**config.mk**
```make
export PLATFORM = sky130hd
export DESIGN_NAME = counter_seg7_flat
export DESIGN_NICKNAME = d
export VERILOG_FILES = /design/src/rtl/counter_seg7_if.sv /design/src/rtl/counter_seg7.sv /design/src/flat_wrapper.sv
export SDC_FILE = /design/constraint.sdc
export NUM_CORES = 1
export LEC_CHECK = 0
export CELL_PAD_IN_SITES_DETAIL_PLACEMENT = 1
export CELL_PAD_IN_SITES_GLOBAL_PLACEMENT = 2
export CORE_ASPECT_RATIO = 1.2
export CORE_MARGIN = 1
export CORE_UTILIZATION = 30
export DETAILED_ROUTE_END_ITERATION = 8
export PLACE_DENSITY_LB_ADDON = 0.15
export SETUP_SLACK_MARGIN = 0.15
export SYNTH_ARGS = -nofsm -noshare
export SYNTH_HDL_FRONTEND = slang
export SYNTH_SLANG_ARGS = --single-unit
```
**constraint.sdc**
```tcl
create_clock -name clk -period 3.1 [get_ports clk]
set_input_delay 0.62 -clock clk [delete_from_list [all_inputs] [get_ports clk]]
set_output_delay 0.62 -clock clk [all_outputs]
set_load 0.05 [all_outputs]
```
**src/rtl/counter_seg7_if.sv**
```systemverilog
// Display bus carrying the two active-low seven-segment patterns.
// The driver owns the bus (master); the board or a checker observes it (slave).
interface counter_seg7_if;
  logic [13:0] result;

  modport master (output result);
  modport slave  (input  result);
endinterface

```
**src/rtl/counter_seg7.sv**
```systemverilog
// Free-running modulo counter shown as two decimal digits on active-low
// seven-segment patterns, with the tens digit blanked when it is zero.
module counter_seg7 #(
  parameter int unsigned MAX_COUNT = 15
) (
  input  logic           clk,
  input  logic           rst,
  counter_seg7_if.master disp
);

  localparam logic [6:0] MAX_C = 7'(MAX_COUNT);
  localparam logic [6:0] BLANK = 7'b1111111;

  logic [6:0] count_q, count_d;
  logic [3:0] tens, units;
  logic [6:0] tens_seg, units_seg;

  function automatic logic [6:0] seg_decode(input logic [3:0] digit);
    logic [6:0] seg;
    case (digit)
      4'd0:    seg = 7'b0000001;
      4'd1:    seg = 7'b1001111;
      4'd2:    seg = 7'b0010010;
      4'd3:    seg = 7'b0000110;
      4'd4:    seg = 7'b1001100;
      4'd5:    seg = 7'b0100100;
      4'd6:    seg = 7'b0100000;
      4'd7:    seg = 7'b0001111;
      4'd8:    seg = 7'b0000000;
      4'd9:    seg = 7'b0000100;
      default: seg = BLANK;
    endcase
    return seg;
  endfunction

  // >= rather than == so an out-of-range value can never persist
  always_comb begin
    count_d = (count_q >= MAX_C) ? 7'd0 : count_q + 7'd1;
  end

  always_ff @(posedge clk or negedge rst) begin
    if (!rst) begin
      count_q <= 7'd0;
    end else begin
      count_q <= count_d;
    end
  end

  // Compare-subtract: the largest multiple of ten not above the count wins.
  always_comb begin
    tens  = 4'd0;
    units = count_q[3:0];
    for (int t = 1; t <= 9; t++) begin
      if (count_q >= 7'(t * 10)) begin
        tens  = 4'(t);
        units = 4'(count_q - 7'(t * 10));
      end
    end
  end

  always_comb begin
    tens_seg  = (tens == 4'd0) ? BLANK : seg_decode(tens);
    units_seg = seg_decode(units);
  end

  assign disp.result = {tens_seg, units_seg};

endmodule

```
**src/flat_wrapper.sv**
```systemverilog
// flat-port wrapper written by rule: the top's interface ports become plain ports
module counter_seg7_flat 
#(
  parameter int unsigned MAX_COUNT = 15
)
  (clk, rst, disp_result);
  counter_seg7_if disp_i ();
  input  logic clk;
  input  logic rst;
  output wire logic [$bits(disp_i.result)-1:0] disp_result;
  assign disp_result = disp_i.result;
  counter_seg7 #(.MAX_COUNT(MAX_COUNT)) u_core (.clk(clk), .rst(rst), .disp(disp_i));
endmodule
```
==> flow_results.org <==
** Status
- Result of the run :: finished with violations
- Violated checks :: setup timing

** Finish
- The net count of the finished layout is 276.
- Antenna Diode Count :: 0
- In the final layout, the registers with the most flip-flops are u_core.count_q x7.
- Relative area change from synthesis to final layout :: 118%
- Layout cells sized above 1 :: between 60% and 70%
- Register with the most flip-flops :: u_core.count_q
- Max reg flops :: 7

** Synth
- Most used flip-flop cell after synthesis :: dfrtp_1
- Post-synthesis average cell area :: between 8 and 9 sq um
- Yosys mapped a number of flops with a built-in enable equal to 0.
- Combined area of all synthesized cells :: 1320 sq um
- Warnings from Yosys :: 0
- Cell count after synthesis :: 163
- Sequential cells were found to cover a little over an eighth of the synthesized design area.
- Fraction of registers with async set or reset after synthesis :: 100%
- The synthesized netlist contains 64 unique library cells.
- Number of synthesized register bits :: 7

** Global route
- The number of antenna violations at the first check in global routing was 0.
- Total track usage :: 28.2%
- Entering global routing, the biggest net connects 12 pins.
- Grt total ovfl :: 0
- Number of global-route vias before repair :: about 1,900
- First-pass GRT wire length :: 9980 um

** STA
- The worst pin sits at a relative slew slack of 46.2%.
- Hold violation count in the final report :: 0
- Share of the clock period used by the worst path after layout :: 115%
- Worst-margin pin slew :: around 0.8 ns
- Shortest clock period the worst path allows after layout :: 3.57 ns
- Final setup violating endpoints :: 14
- Based on the critical path, the design can be clocked at up to about 280 MHz.
- Setup repair after global routing could not meet its margin everywhere.
- Fin Clk Skew :: 0.000683 ns
- The tightest hold path in the finished design has a slack of 0.463 ns.
- Count of final max-slew check failures :: 0
- After layout, the worst setup slack is -0.467 ns.
- In the final timing run, aggregate negative setup slack is -4.70 ns.

** Clocking
- The clock reaches the later pin of the worst-skew pair after 0.22 ns.
- Number of sinks handled by clock tree synthesis :: 7
- Maximum clock path buffer count :: 2
- Cts bufs inserted :: 3
- CTS built an H-tree with a depth of 1.
- The root buffer cell chosen for the clock tree is clkbuf_8.
- TritonCTS built the clock tree.
- Clock-pin slew was measured on the worst setup and hold paths at 0.04 ns.

** Floorplan
- The initialized floorplan defines 26 standard-cell rows.
- Once the floorplan was initialized, standard cells occupied 31.2% of the core.
- Placeable core region :: 4230 sq um
- Die extent in y :: between 70 and 80 um
- I/O pin total :: 16
- The die covers 4670 sq um.
- Die width :: roughly 63 um

** Route
- Starting DRC count in detailed routing :: 100
- Count of vias placed by the detailed router :: 1,785
- Routed length per instance :: 24.9 um
- The pre-antenna-repair detailed-routing pass consisted of 4 iterations.
- Post-DR vias/cell :: 5.72
- Wires add up to 7760 um.
- Remaining number of nets flagged by the antenna check after routing :: 0
- DRC violation count after routing :: 0

** Worst setup path
- The worst register-to-register path has a setup slack of about 1.4 ns.
- Setup crit end kind :: primary output
- Cells along the critical path :: buf_6 > ha_2 > nor3b_4 > a21oi_2 > buf_4 > nand4_1 > o32ai_2 > buf_4 > o22a_4 > nor2_4 > a221o_2 > buf_8
- For this run, the slowest stage of the critical path takes 0.44 ns.
- Along the worst path, the maximum fanout reaches 4.
- CP Launch Type :: flip-flop
- STA puts the critical path data arrival time at 2.95 ns.
- The worst setup path is of the reg -> out kind.
- By instance count, the cell type seen most on the critical path is buf_4.
- CP max stage cell :: dfrtp_2
- Data on the critical path is required at its endpoint by approximately 2.5 ns.

** Power
- Static Leakage :: between 1 and 1.5 nW
- For this design the ratio of total power to cell area is 252 nW/um^2.
- Across the VDD grid, the largest voltage drop is 349 uV.

** Flow run
- Across the run, the number of max-cap violations was 0.

** Placement
- In this run the tool buffered the top-level ports with 15 buffer cells.
- HPWL after detailed placement :: 4200 um
- Before CTS, the worst setup slack after placement is -0.300 ns.
- Routability Congestion :: 0.894

** Hold path
- In this run the worst hold path is classified as reg -> reg.
-- final timing paths --
path | startpoint | endpoint | cells past startpoint
min reg2reg | u_core.count_q[0]$_DFF_PN0_ | u_core.count_q[0]$_DFF_PN0_ | 1
max reg2reg | u_core.count_q[2]$_DFF_PN0_ | u_core.count_q[3]$_DFF_PN0_ | 6
min in group asynchronous | rst | u_core.count_q[6]$_DFF_PN0_ | 1
max | u_core.count_q[3]$_DFF_PN0_ | disp_result[3] | 12
max in group asynchronous | rst | u_core.count_q[3]$_DFF_PN0_ | 1
min | u_core.count_q[0]$_DFF_PN0_ | u_core.count_q[0]$_DFF_PN0_ | 1
-- cell usage after synthesis, drive strengths merged, types with 3 or more instances --
| master | number | area [sq um] |
|---|---|---|
| nor2 | 18 | 72.6 |
| nor3 | 6 | 35.0 |
| buf | 9 | 68.8 |
| o21ai | 8 | 40.0 |
| a21oi | 13 | 68.8 |
| ha | 17 | 213 |
| nand2b | 4 | 25.0 |
| dfrtp | 7 | 175 |
| o22a | 3 | 27.5 |
| inv | 9 | 33.8 |
| o22ai | 4 | 31.3 |
| nand2 | 13 | 48.8 |
-- layout by cell type (no fill, tap or decap), drive strengths merged, types with 2 or more instances in the layout --
master  count
a21oi      13
a211oi      2
o22ai       4
nor2b       2
a41oi       2
nor3        6
nand4b      2
nand2      13
o21ai       8
nor2       18
a221o       2
clkbuf      4
buf        96
nor3b       2
a31oi       2
xnor2       2
inv         9
ha         17
or3         2
dfrtp       7
conb        3
nand2b      4
o21bai      2
nand3b      2
o22a        3
-- stage by stage --
step / instance area [sq um] / utilization, % / instances / power [mW]
final: 2880 / 68.1 / 312 / 0.725
after global routing: 2880 / 68.1 / 312 / 0.748
after CTS: 2660 / 62.9 / 300 / 0.668
after detailed placement: 2200 / 52.0 / 283 / 0.487
after global placement: 2200 / 52.0 / 283 / 0.475
after floorplan: 1520 / - / 165 / 0.325
-- critical path, delay by kind of cell (launching register included) --
family | cells | cell delay (ns)
AOI/OAI and AO/OA | 4 | 1.08
adders and majority gates | 1 | 0.17
buffers and inverters | 4 | 0.67
DFF | 1 | 0.44
and+or+nand+nor | 3 | 0.36
-- area by class of cell --
cell class / instances / area, sq um
Inverter: 10 / 46.3
Sequential cell: 7 / 179
Tap cell: 56 / 70.1
Multi-Input combinational cell: 138 / 1570
Timing Repair Buffer: 97 / 971
Clock buffer: 4 / 45.0
Fill cell: 450 / 1350
-- what timing repair did --
action	in CTS	in global routing
cloned	0	0
hold buffers	0	0
setup endpoints to repair	14	14
gates resized for setup	63	26
pin swaps	29	23
buffers inserted	14	12
-- routing by layer --
metal | track usage (%) | wire, um
met5 | 0 | 0
met3 | 2.88 | 229
met1 | 30.4 | 2950
met4 | 16.8 | 600
met2 | 54.1 | 3980
-- power by group --
part | total (mW) | switching (mW) | internal [mW] | leakage (nW)
logic | 0.506 | 0.272 | 0.234 | 1.09
registers | 0.0972 | 0.00257 | 0.0946 | 0.0853
clock network | 0.122 | 0.0336 | 0.0884 | 0.0228
-- cells by family (layout without fill, tap and decap cells) --
kind of cell / count (synthesis) / after routing / synth area share (%)
AOI/OAI and AO/OA: 56 / 56 / 34.4
adders and majority gates: 17 / 17 / 16.1
DFF: 7 / 7 / 13.3
muxes: 1 / 1 / 0.759
and+or+nand+nor: 59 / 59 / 24.8
xor gates and xnor gates: 2 / 2 / 1.90
other: 1 / 3 / 0.284
buffers and inverters: 20 / 111 / 8.44
No activity file was read; power rests on OpenSTA's default activity.
